**config.mk**
```make
export PLATFORM = sky130hd
export DESIGN_NAME = selector_n_stream
export DESIGN_NICKNAME = d
export VERILOG_FILES = /design/src/rtl/selector_pkg.sv /design/src/rtl/rr_arbiter.sv /design/src/rtl/selector_n_stream.sv
export SDC_FILE = /design/constraint.sdc
export NUM_CORES = 1
export LEC_CHECK = 0
export BUFFER_PORTS_ARGS = -buffer_cell sky130_fd_sc_hd__buf_2
export CORE_UTILIZATION = 49
export CTS_CLUSTER_DIAMETER = 120
export CTS_CLUSTER_SIZE = 16
export DETAILED_ROUTE_END_ITERATION = 6
export HOLD_SLACK_MARGIN = 0.08
export PLACE_DENSITY = 0.83
export RECOVER_POWER = 25
export SLEW_MARGIN = 20
export SYNTH_ARGS = -nofsm -noshare
export SYNTH_HDL_FRONTEND = slang
export SYNTH_SLANG_ARGS = --single-unit
```
**constraint.sdc**
```tcl
create_clock -name clk -period 4.05 [get_ports clk]
set_input_delay 0.81 -clock clk [delete_from_list [all_inputs] [get_ports clk]]
set_output_delay 0.81 -clock clk [all_outputs]
set_load 0.01 [all_outputs]
```
**src/rtl/selector_pkg.sv**
```systemverilog
// Shared types for the N-input stream selector.
package selector_pkg;

    typedef enum logic {
        SEL_FIXED = 1'b0,
        SEL_RR    = 1'b1
    } sel_mode_t;

endpackage

```
**src/rtl/rr_arbiter.sv**
```systemverilog
// Combinational N-way arbiter: fixed priority from index 0, or round-robin
// starting just after the previously granted channel.
module rr_arbiter
    import selector_pkg::*;
#(
    parameter  int unsigned N  = 4,
    localparam int unsigned SW = $clog2(N)
) (
    input  logic [N-1:0]  req,
    input  logic [SW-1:0] last,
    input  sel_mode_t     mode,
    output logic [N-1:0]  gnt_onehot,
    output logic [SW-1:0] gnt_idx,
    output logic          any
);

    logic [SW-1:0] start;
    logic [SW-1:0] idx;
    int unsigned   pos;

    // Walk the channels from the start point with wrap-around; first requester wins.
    always_comb begin
        start      = '0;
        idx        = '0;
        pos        = 0;
        gnt_onehot = '0;
        gnt_idx    = '0;
        any        = 1'b0;
        if (mode == SEL_RR) begin
            start = (last == SW'(N - 1)) ? '0 : last + SW'(1);
        end
        for (int unsigned off = 0; off < N; off++) begin
            pos = 32'(start) + off;
            if (pos >= N) begin
                pos = pos - N;
            end
            idx = SW'(pos);
            if (!any && req[idx]) begin
                any             = 1'b1;
                gnt_idx         = idx;
                gnt_onehot[idx] = 1'b1;
            end
        end
    end

endmodule

```
**src/rtl/selector_n_stream.sv**
```systemverilog
// N-input valid/ready stream selector with arbitration and a registered
// output stage that can drain and reload in the same cycle.
module selector_n_stream
    import selector_pkg::*;
#(
    parameter  int unsigned WIDTH = 4,
    parameter  int unsigned N     = 4,
    localparam int unsigned SW    = $clog2(N)
) (
    input  logic                    clk,
    input  logic                    rst_n,
    input  sel_mode_t               mode,
    input  logic [N-1:0][WIDTH-1:0] d,
    input  logic [N-1:0]            d_valid,
    output logic [N-1:0]            d_ready,
    output logic [WIDTH-1:0]        y,
    output logic                    y_valid,
    input  logic                    y_ready,
    output logic [SW-1:0]           y_sel
);

    logic [SW-1:0] last;
    logic [N-1:0]  gnt_onehot;
    logic [SW-1:0] gnt_idx;
    logic          any;
    logic          load_en;

    rr_arbiter #(.N(N)) u_arb (
        .req        (d_valid),
        .last       (last),
        .mode       (mode),
        .gnt_onehot (gnt_onehot),
        .gnt_idx    (gnt_idx),
        .any        (any)
    );

    // Output register can take a word when empty or when being drained now.
    assign load_en = !y_valid || y_ready;
    assign d_ready = (load_en && rst_n) ? gnt_onehot : '0;

    always_ff @(posedge clk or negedge rst_n) begin
        if (!rst_n) begin
            y       <= '0;
            y_valid <= 1'b0;
            y_sel   <= '0;
            last    <= SW'(N - 1);
        end else if (load_en) begin
            if (any) begin
                y       <= d[gnt_idx];
                y_sel   <= gnt_idx;
                y_valid <= 1'b1;
                last    <= gnt_idx;
            end else begin
                y_valid <= 1'b0;
            end
        end
    end

endmodule
```
==> results.py, run 1 <==
metrics = {
    "yosys": {
        "synth_seq_area_share_pct": 22.89,
        "synth_edf_count": 0,
        "synth.most_common_cell": "mux2i_1",
        "yosys.area.top_type_share_pct": 17.61,
        "synthArstFlopShare_pct": 100.0,
        "yosysTopAreaCell": "dfrtp_1",
        "synth_area_leaders": "dfrtp_1 18%, mux2i_1 14%, ha_1 11%",
        "ys_ff_latch": 9,
        "ys.warnings.count": 0,
        "synth_nets": 145,
        "syn_area_um2": 994.7,
        "synth.distinct_cells": 35,
        "synth_commonest_cells": "14 x mux2i_1, 13 x nor2_1, 12 x nand2_1",
        "syn_area_per_cell_um2": 8.881,
        "synthCells": 112,
        "ys.flop_type": "dfrtp_1",
    },
    "floorplanning": {
        "start_util_pct": 54.64,
        "dieArea_um2": 2214,
        "die_w_um": 47.06,
        "num_io_pins": 35,
        "rows": 15,
        "fp.dieH_um": 47.06,
        "coreArea_um2": 1821,
    },
    "global_route": {
        "grt_max_degree": 13,
        "grt_first_pass_wirelength_mm": 3.753,
        "grtUsageMet1_pct": 32.93,
        "grt-busiest-layer": "met2",
        "grt_usage_pct": 24.62,
        "grt_overflow": 0,
        "use_met3_pct": 3.077,
        "antenna_found_initial": 0,
        "grt_pass1_vias": 861,
        "grtUsageMet2_pct": 40.28,
    },
    "detailed_routing": {
        "drt_first_iter_violations": 19,
        "wl_mm": 2.562,
        "num_vias": 998,
        "viasPerCell": 5.736,
        "drc": 0,
        "detail_route.wl_per_cell_um": 14.72,
        "firstDrtPassIters": 4,
        "ant_nets": 0,
    },
    "timing": {
        "hold_violations": 0,
        "drv_slew": 0,
        "clock.fmax_mhz": 261.8,
        "period_needed_ps": 3819,
        "hold_slack_ps": 476.6,
        "setup_viol": 0,
        "rsz0062_at_grt": "false",
        "fin_crit_sh_pct": 94.30,
        "slew_headroom_pct": 67.89,
        "tightest_slew_ps": 468.2,
        "finalSetupTns_ps": 0,
        "skew_ps": 0.7049,
    },
    "power": {
        "ir_worst_vdd_mv": 0.4208,
        "p_clk_share_pct": 7.2,
        "leakagePower_nw": 0.5498,
        "power_switching_uw": 492.3,
        "power_uw": 985.5,
        "seq_power_share_pct": 17.8,
        "swShare_pct": 49.96,
        "power_frac_comb_pct": 75.0,
        "power_density_nw_per_um2": 798.8,
        "p_int_uw": 493.1,
    },
    "clocking": {
        "cts-root-buf": "clkbuf_4",
        "clock_path_buffers": 2,
        "cts_setup_buffers": 0,
        "cts_tree": "built",
        "cts_num_sinks": 9,
        "clk_pin_slew_ps": 60,
        "clock_latency_ps": 260,
        "cts_htree_levels": 1,
        "cts-buffers-inserted": 3,
    },
    "final_layout": {
        "syn2layout_area_growth_pct": 24.02,
        "fin_util_pct": 67.77,
        "antennaDiodeCount": 0,
        "drive_above_1_share_pct": 35.57,
        "layout.nets": 183,
    },
    "setup_path": {
        "criticalPathCategory": "reg2out",
        "crit_path_end_kind": "output pin",
        "r2r-start": "last[0]",
        "critPathLaunch": "last[0]",
        "cp.arrival_ps": 3010,
        "worstPathRequired_ps": 3240,
        "reg2reg_depth": 9,
        "worstSetupStartpointType": "register",
        "cp_max_fo": 8,
    },
    "placement": {
        "dp_hpwl_mm": 2.030,
        "port_buffers": 34,
        "gp_congestion": 0.8300,
    },
    "outcome": {
        "outcome": "complete, no violations",
    },
    "job": {
        "drv_cap": 0,
    },
    "min_path": {
        "min_path_type": "in2async",
    },
}
==> routing by layer <==
metal / routed length, um / up-vias
met5: 0 / -
met4: 23 / 0
met1: 1109 / 472
met3: 106 / 4
li1: - / 491
met2: 1321 / 31
==> final timing paths <==
kind,endpoint,slack (ps)
worst max-delay path,d_ready[2],230
worst min-delay path,y_sel[1],480
worst max register to register,y[1],1070
worst min register to register,y[2],490
max in group asynchronous,last[1],3220
min in group clk,y[2],490
==> cells by family (layout without fill, tap and decap cells) <==
logic type,count (synthesis),count (layout),synth area share (%)
DFF,9,9,22.89
muxes,15,15,15.22
AOI/OAI and AO/OA,32,32,24.53
xor gates and xnor gates,1,1,0.8807
buffers and inverters,4,41,2.013
adders and majority gates,9,9,11.32
and+or+nand+nor,42,42,23.15
==> metrics by stage <==
step,setup WS [ps],std cells,area (um2)
2_1_floorplan,525.4,112,994.7
3_3_place_gp,486.4,170,1191
3_5_place_dp,312.8,170,1191
4_1_cts,64.52,174,1217
5_1_grt,25.22,174,1234
6_report,230.8,174,1234
==> worst max-delay path, stage by stage, from the launching register on <==
cell and delay, ps:
dfstp_2 620, ha_2 260, nand2_2 140, ha_2 430, mux2i_2 270, mux2_2 260
nand2b_1 140, nor3b_4 270, a221oi_1 110, nor2_1 110, buf_2 140
==> cell type report <==
| cell class | count | area [um2] |
|---|---|---|
| Clock buffer | 4 | 26.28 |
| Fill cell | 159 | 586.8 |
| Inverter | 2 | 7.507 |
| Multi-Input combinational cell | 99 | 764.5 |
| Sequential cell | 9 | 227.7 |
| Tap cell | 25 | 31.28 |
| Timing Repair Buffer | 35 | 176.4 |
==> flip-flops by register name, summed over array words and instances, names as in the netlist <==
register  cells
y_sel         2
last          2
y_valid       1
y             4
==> cell usage in the layout, fill, tap and decap left out, drive strengths merged <==
cell     instances
xnor2            1
a211o            1
mux2i           14
o21ai            7
or3              1
dfrtp            7
dfstp            2
nor4             1
a21boi           1
nor2            13
nand4bb          1
nor2b            2
ha               9
o211ai           2
nand3            4
a21oi            9
nand2           12
o221ai           4
mux2             1
a21o             1
clkbuf           5
inv              2
o21a             3
or3b             2
a221oi           4
nand2b           3
buf             34
or2              1
nor3b            2
==> power by group through the flow <==
stage | clock, mW | combinational [mW] | sequential, mW
2_1_floorplan | 0 | 0.538 | 0.187
3_3_place_gp | 0 | 0.683 | 0.172
3_5_place_dp | 0 | 0.704 | 0.175
4_1_cts | 0.0746 | 0.710 | 0.174
5_1_grt | 0.0752 | 0.807 | 0.180
6_report | 0.0711 | 0.739 | 0.175
==> repair_timing <==
action,CTS,global route
gates resized for setup,0,5
hold buffers,0,0
endpoints found under the setup margin,0,4
Note: power is estimated with default switching activity, not from simulation.
==> run 2: changes to the inputs <==
--- a/config.mk
+++ b/config.mk
@@ -5,13 +5,14 @@
 export SDC_FILE = /design/constraint.sdc
 export NUM_CORES = 1
 export LEC_CHECK = 0
+export ABC_AREA = 1
 export BUFFER_PORTS_ARGS = -buffer_cell sky130_fd_sc_hd__buf_2
-export CORE_UTILIZATION = 49
+export CORE_UTILIZATION = 50
 export CTS_CLUSTER_DIAMETER = 120
 export CTS_CLUSTER_SIZE = 16
 export DETAILED_ROUTE_END_ITERATION = 6
 export HOLD_SLACK_MARGIN = 0.08
-export PLACE_DENSITY = 0.83
+export PLACE_DENSITY = 0.82
 export RECOVER_POWER = 25
 export SLEW_MARGIN = 20
 export SYNTH_ARGS = -nofsm -noshare
==> run 2 against run 1 <==
Effect of this change: highest routed layer unchanged; clock power decreased by 2%; die area increased by 15%; area after synthesis increased by 18%; flip-flop and latch count stayed put; largest power group unchanged; core utilization decreased by 4.8 points; synthesized cell count increased by 58%; worst setup slack improved by 83 ps; sequential power down 3%.
==> results.py, run 2 <==
metrics = {
    "timing": {
        "setup_viol": 0,
        "worst_slack_ps": 313.9,
        "finalSetupTns_ps": 0,
        "tightest_slew_ps": 510.5,
        "fin_crit_sh_pct": 92.25,
        "rsz0062_at_grt": "false",
        "hold_slack_ps": 472.2,
        "hold_violations": 0,
        "slew_headroom_pct": 65.97,
        "drv_slew": 0,
        "clock.fmax_mhz": 267.7,
        "period_needed_ps": 3736,
        "skew_ps": 8.601,
    },
    "floorplanning": {
        "die_w_um": 50.40,
        "fp.dieH_um": 50.40,
        "coreArea_um2": 2212,
        "num_io_pins": 35,
        "rows": 17,
        "dieArea_um2": 2540,
        "start_util_pct": 52.94,
    },
    "final_layout": {
        "syn2layout_area_growth_pct": 19.02,
        "seq_area_um2": 227.7,
        "final_common_cell": "nand2_1",
        "top_regs": "y: 4 flops, last: 2 flops, y_sel: 2 flops",
        "fin_util_pct": 63.01,
        "final_cell_count_no_fill": 242,
        "nFillCells": 219,
        "fin_area_um2": 1394,
        "largest_register": "y",
        "antennaDiodeCount": 0,
        "multi_input_area_um2": 849.6,
        "drive_above_1_share_pct": 29.91,
        "largest_reg_flops": 4,
        "layout_common_cells": "69 x nand2_1, 34 x nand3_1, 33 x buf_2",
        "layout.nets": 248,
    },
    "placement": {
        "dp_hpwl_mm": 2.252,
        "place_ws_ps": 429.2,
        "place_area_um2": 1369,
        "placed_cells": 238,
        "port_buffers": 34,
        "gp_congestion": 0.8896,
    },
    "yosys": {
        "ys_ff_latch": 9,
        "syn_area_um2": 1171,
        "ys.warnings.count": 0,
        "synth_commonest_cells": "69 x nand2_1, 34 x nand3_1, 20 x inv_1",
        "ys.flop_type": "dfrtp_1",
        "syn_area_per_cell_um2": 6.617,
        "yosys.area.top_type_share_pct": 22.12,
        "synth_edf_count": 0,
        "synth.distinct_cells": 21,
        "yosysTopAreaCell": "nand2_1",
        "synthCells": 177,
        "synthArstFlopShare_pct": 100.0,
        "synth_nets": 210,
        "synth.most_common_cell": "nand2_1",
        "synth_area_leaders": "nand2_1 22%, dfrtp_1 15%, nand3_1 15%",
        "synth_seq_area_share_pct": 19.44,
    },
    "setup_path": {
        "worst_path_max_delay_cell": "dfstp_2",
        "cp_max_fo": 13,
        "cp.arrival_ps": 2930,
        "crit_path_end_kind": "output pin",
        "worstSetupStartpointType": "register",
        "worstPathRequired_ps": 3240,
        "criticalPathCategory": "reg2out",
        "cp_common_cell": "inv_1",
        "cpPeakStageDelay_ps": 390,
        "worstPathCellList": "ha_1 -> nor2_4 -> nand2_4 -> inv_1 -> ha_1 -> inv_1 -> nand3_1 -> nand2_1 -> nand3_4 -> inv_1 -> nand2_1 -> a41oi_1 -> buf_2",
    },
    "detailed_routing": {
        "drt_first_iter_violations": 57,
        "drc": 0,
        "num_vias": 1265,
        "detail_route.wl_per_cell_um": 11.56,
        "viasPerCell": 5.227,
        "firstDrtPassIters": 4,
        "wl_mm": 2.797,
        "ant_nets": 0,
    },
    "global_route": {
        "grt_usage_pct": 24.14,
        "grt_max_degree": 14,
        "grt_first_pass_wirelength_mm": 4.809,
        "antenna_found_initial": 0,
        "grt_pass1_vias": 1154,
        "grt_overflow": 0,
    },
    "clocking": {
        "cts_htree_levels": 1,
        "hold_buffers": 0,
        "cts-resized-gates": 0,
        "cts-buffers-inserted": 3,
        "clock_path_buffers": 2,
        "cts-root-buf": "clkbuf_4",
        "clk_pin_slew_ps": 50,
        "cts_setup_buffers": 0,
        "cts_num_sinks": 9,
        "clock_latency_ps": 270,
        "cts_tree": "built",
    },
    "power": {
        "leakagePower_nw": 0.8187,
        "power_density_nw_per_um2": 786.1,
        "ir_worst_vdd_mv": 0.4255,
        "power_mw": 1.096,
    },
    "outcome": {
        "outcome": "complete, no violations",
    },
    "min_path": {
        "min_path_type": "reg2reg",
    },
    "job": {
        "drv_cap": 0,
    },
}
run 2: cell types whose count changed after synthesis, sizes merged, moves of 4 or more:
cell	previous run	this run
nand2	12	84
o221ai	4	0
inv	2	23
mux2i	14	0
a221oi	4	0
o21ai	7	1
nor2	13	4
nand3	4	38
a41oi	0	4
a21oi	9	2
run 2: cell families (layout without fill, tap and decap cells):
kind of cell    count (synthesis)  after routing  share of synthesized area (%)
fa+ha+maj                       9              9                          9.616
buf+inv                        24             61                          8.013
flops                           9              9                          19.44
compound gates                  7              7                          5.555
simple gates                  128            128                          57.37
run 2: layout make-up:
type                    count  area share (%)
repair buffers             34           12.12
clock buffers               4           1.885
well taps                  28           2.513
inverters                  23           6.194
flip-flops and latches      9           16.34
multi-input cells         144           60.95
run 2: worst max-delay path, delay by kind of cell (launching register included):
family	cells	cell delay [ps]
and+or+nand+nor	6	840
AOI/OAI and AO/OA	1	180
buffers and inverters	4	700
DFF	1	390
adders and majority gates	2	560
run 2: routing by layer:
layer / global-route usage, % / wire length, um
met1: 30.41 / 1295
met2: 43.33 / 1345
met3: 4.242 / 146
met4: 3.704 / 10
met5: 0 / 0
run 2: worst paths after layout:
kind                       slack, ps  startpoint         end  depth (start not counted)
max                              310     last[0]  d_ready[3]                         13
min                              470     last[1]     last[1]                          2
max reg2reg                     1190     last[0]    y_sel[0]                         14
min reg2reg                      470     last[1]     last[1]                          2
max in group asynchronous       3200       rst_n     last[1]                          1
min in group asynchronous        480       rst_n        y[0]                          1
run 2: report_power, final:
| part | internal, mW | switching [mW] |
|---|---|---|
| clock network | 0.0380 | 0.0317 |
| registers | 0.143 | 0.0263 |
| logic | 0.281 | 0.576 |
| total | 0.461 | 0.634 |
==> run 3: changes to the inputs <==
--- a/config.mk
+++ b/config.mk
@@ -7,6 +7,7 @@
 export LEC_CHECK = 0
 export ABC_AREA = 1
 export BUFFER_PORTS_ARGS = -buffer_cell sky130_fd_sc_hd__buf_2
+export CORE_ASPECT_RATIO = 0.9
 export CORE_UTILIZATION = 50
 export CTS_CLUSTER_DIAMETER = 120
 export CTS_CLUSTER_SIZE = 16
==> run 3 against run 2 <==
Effect of this change: worst hold slack improved by 7.3 ps; routed wire length increased by 0.93%; sequential share of layout area barely moved; combinational power up 1%; die area hardly changed; flip-flop and latch count unchanged; critical path depth unchanged; first-iteration DRC count fell by 28%; final area about the same; worst setup slack worse by 22 ps; via count shrank 0.71%; count of clock-buffer cells in the layout did not move.
==> results.py, run 3 (same netlist as run 2, synthesis figures left out) <==
metrics = {
    "outcome": {
        "outcome": "complete, no violations",
    },
    "min_path": {
        "min_path_type": "reg2reg",
    },
    "timing": {
        "period_needed_ps": 3758,
        "tightest_slew_ps": 525.4,
        "hold_slack_ps": 479.5,
        "finalSetupTns_ps": 0,
        "worst_slack_ps": 292.0,
        "fin_crit_sh_pct": 92.79,
        "slew_headroom_pct": 64.98,
        "hold_violations": 0,
        "rsz0062_at_grt": "false",
        "clock.fmax_mhz": 266.1,
        "setup_viol": 0,
        "skew_ps": 1.105,
        "drv_slew": 0,
    },
    "clocking": {
        "cts_htree_levels": 1,
        "clk_pin_slew_ps": 60,
        "cts_num_sinks": 9,
        "clock_latency_ps": 260,
        "cts_tree": "built",
        "cts-buffers-inserted": 3,
        "cts_setup_buffers": 0,
        "cts-root-buf": "clkbuf_4",
        "hold_buffers": 0,
        "clock_path_buffers": 2,
        "cts-resized-gates": 0,
    },
    "final_layout": {
        "drive_above_1_share_pct": 29.91,
        "final_common_cell": "nand2_1",
        "multi_input_area_um2": 849.6,
        "top_regs": "y: 4 flops, last: 2 flops, y_sel: 2 flops",
        "final_cell_count_no_fill": 241,
        "largest_register": "y",
        "layout_common_cells": "69 x nand2_1, 34 x nand3_1, 33 x buf_2",
        "fin_area_um2": 1393,
        "fin_util_pct": 63.24,
        "syn2layout_area_growth_pct": 18.91,
        "nFillCells": 224,
        "antennaDiodeCount": 0,
        "seq_area_um2": 227.7,
        "layout.nets": 248,
        "largest_reg_flops": 4,
    },
    "placement": {
        "port_buffers": 34,
        "gp_congestion": 0.8356,
        "place_area_um2": 1368,
        "dp_hpwl_mm": 2.302,
        "place_ws_ps": 394.3,
        "placed_cells": 237,
    },
    "floorplanning": {
        "die_w_um": 53.02,
        "coreArea_um2": 2202,
        "rows": 16,
        "num_io_pins": 35,
        "dieArea_um2": 2540,
        "start_util_pct": 53.18,
        "fp.dieH_um": 47.92,
    },
    "detailed_routing": {
        "viasPerCell": 5.212,
        "firstDrtPassIters": 6,
        "drc": 0,
        "drt_first_iter_violations": 41,
        "num_vias": 1256,
        "ant_nets": 0,
        "wl_mm": 2.823,
        "detail_route.wl_per_cell_um": 11.71,
    },
    "power": {
        "power_density_nw_per_um2": 791.3,
        "leakagePower_nw": 0.8187,
        "power_mw": 1.102,
        "ir_worst_vdd_mv": 0.4205,
    },
    "setup_path": {
        "worstSetupStartpointType": "register",
        "cp_max_fo": 13,
        "worstPathRequired_ps": 3240,
        "cp.arrival_ps": 2950,
        "crit_path_end_kind": "output pin",
        "criticalPathCategory": "reg2out",
    },
    "global_route": {
        "antenna_found_initial": 0,
        "grt_first_pass_wirelength_mm": 4.340,
        "grt_max_degree": 14,
        "grt_overflow": 0,
        "grt_pass1_vias": 1024,
        "grt_usage_pct": 23.46,
    },
    "job": {
        "drv_cap": 0,
    },
}
run 3: cell counts in the layout (fill, tap and decap cells not counted):
Identical to the previous run, type by type.
run 3: report_power, final:
part / switching [mW] / internal, mW / leakage [nW]
logic: 0.586 / 0.280 / 0.698
clock network: 0.0305 / 0.0379 / 0.0150
registers: 0.0242 / 0.143 / 0.105
total: 0.641 / 0.461 / 0.819
run 3: cell type report:
| class | instances | area share [%] |
|---|---|---|
| Clock buffer | 4 | 1.887 |
| Inverter | 23 | 6.199 |
| Timing Repair Buffer | 34 | 12.13 |
| Sequential cell | 9 | 16.35 |
| Tap cell | 27 | 2.426 |
| Multi-Input combinational cell | 144 | 61.01 |
run 3: final timing paths:
check                         from         end  slack [ps]  cells after the start
hold / removal                y[3]        y[3]         480                      2
max in group asynchronous    rst_n     last[1]        3190                      1
min in group asynchronous    rst_n        y[1]         500                      1
hold reg to reg               y[3]        y[3]         480                      2
setup reg to reg           last[0]        y[0]        1120                     17
setup / recovery           last[0]  d_ready[0]         290                     13
run 3: metal layers:
layer	routed length [um]	part of all wire [%]	GRT usage, %	vias up
li1	-	-	-	645
met1	1333	47	30.70	568
met2	1342	48	38.73	37
met3	83	2.9	1.270	6
met4	63	2.2	14.21	0
met5	0	0	0	-
run 3: worst max-delay path, stage by stage (launching register included):
cell	delay, ps
dfstp_2	390
ha_1	220
nor2_4	240
nand2_4	160
inv_1	280
ha_1	330
inv_1	140
nand3_1	100
nand2_1	170
nand4_4	150
inv_2	130
nand2_1	60
a41oi_1	150
buf_2	160
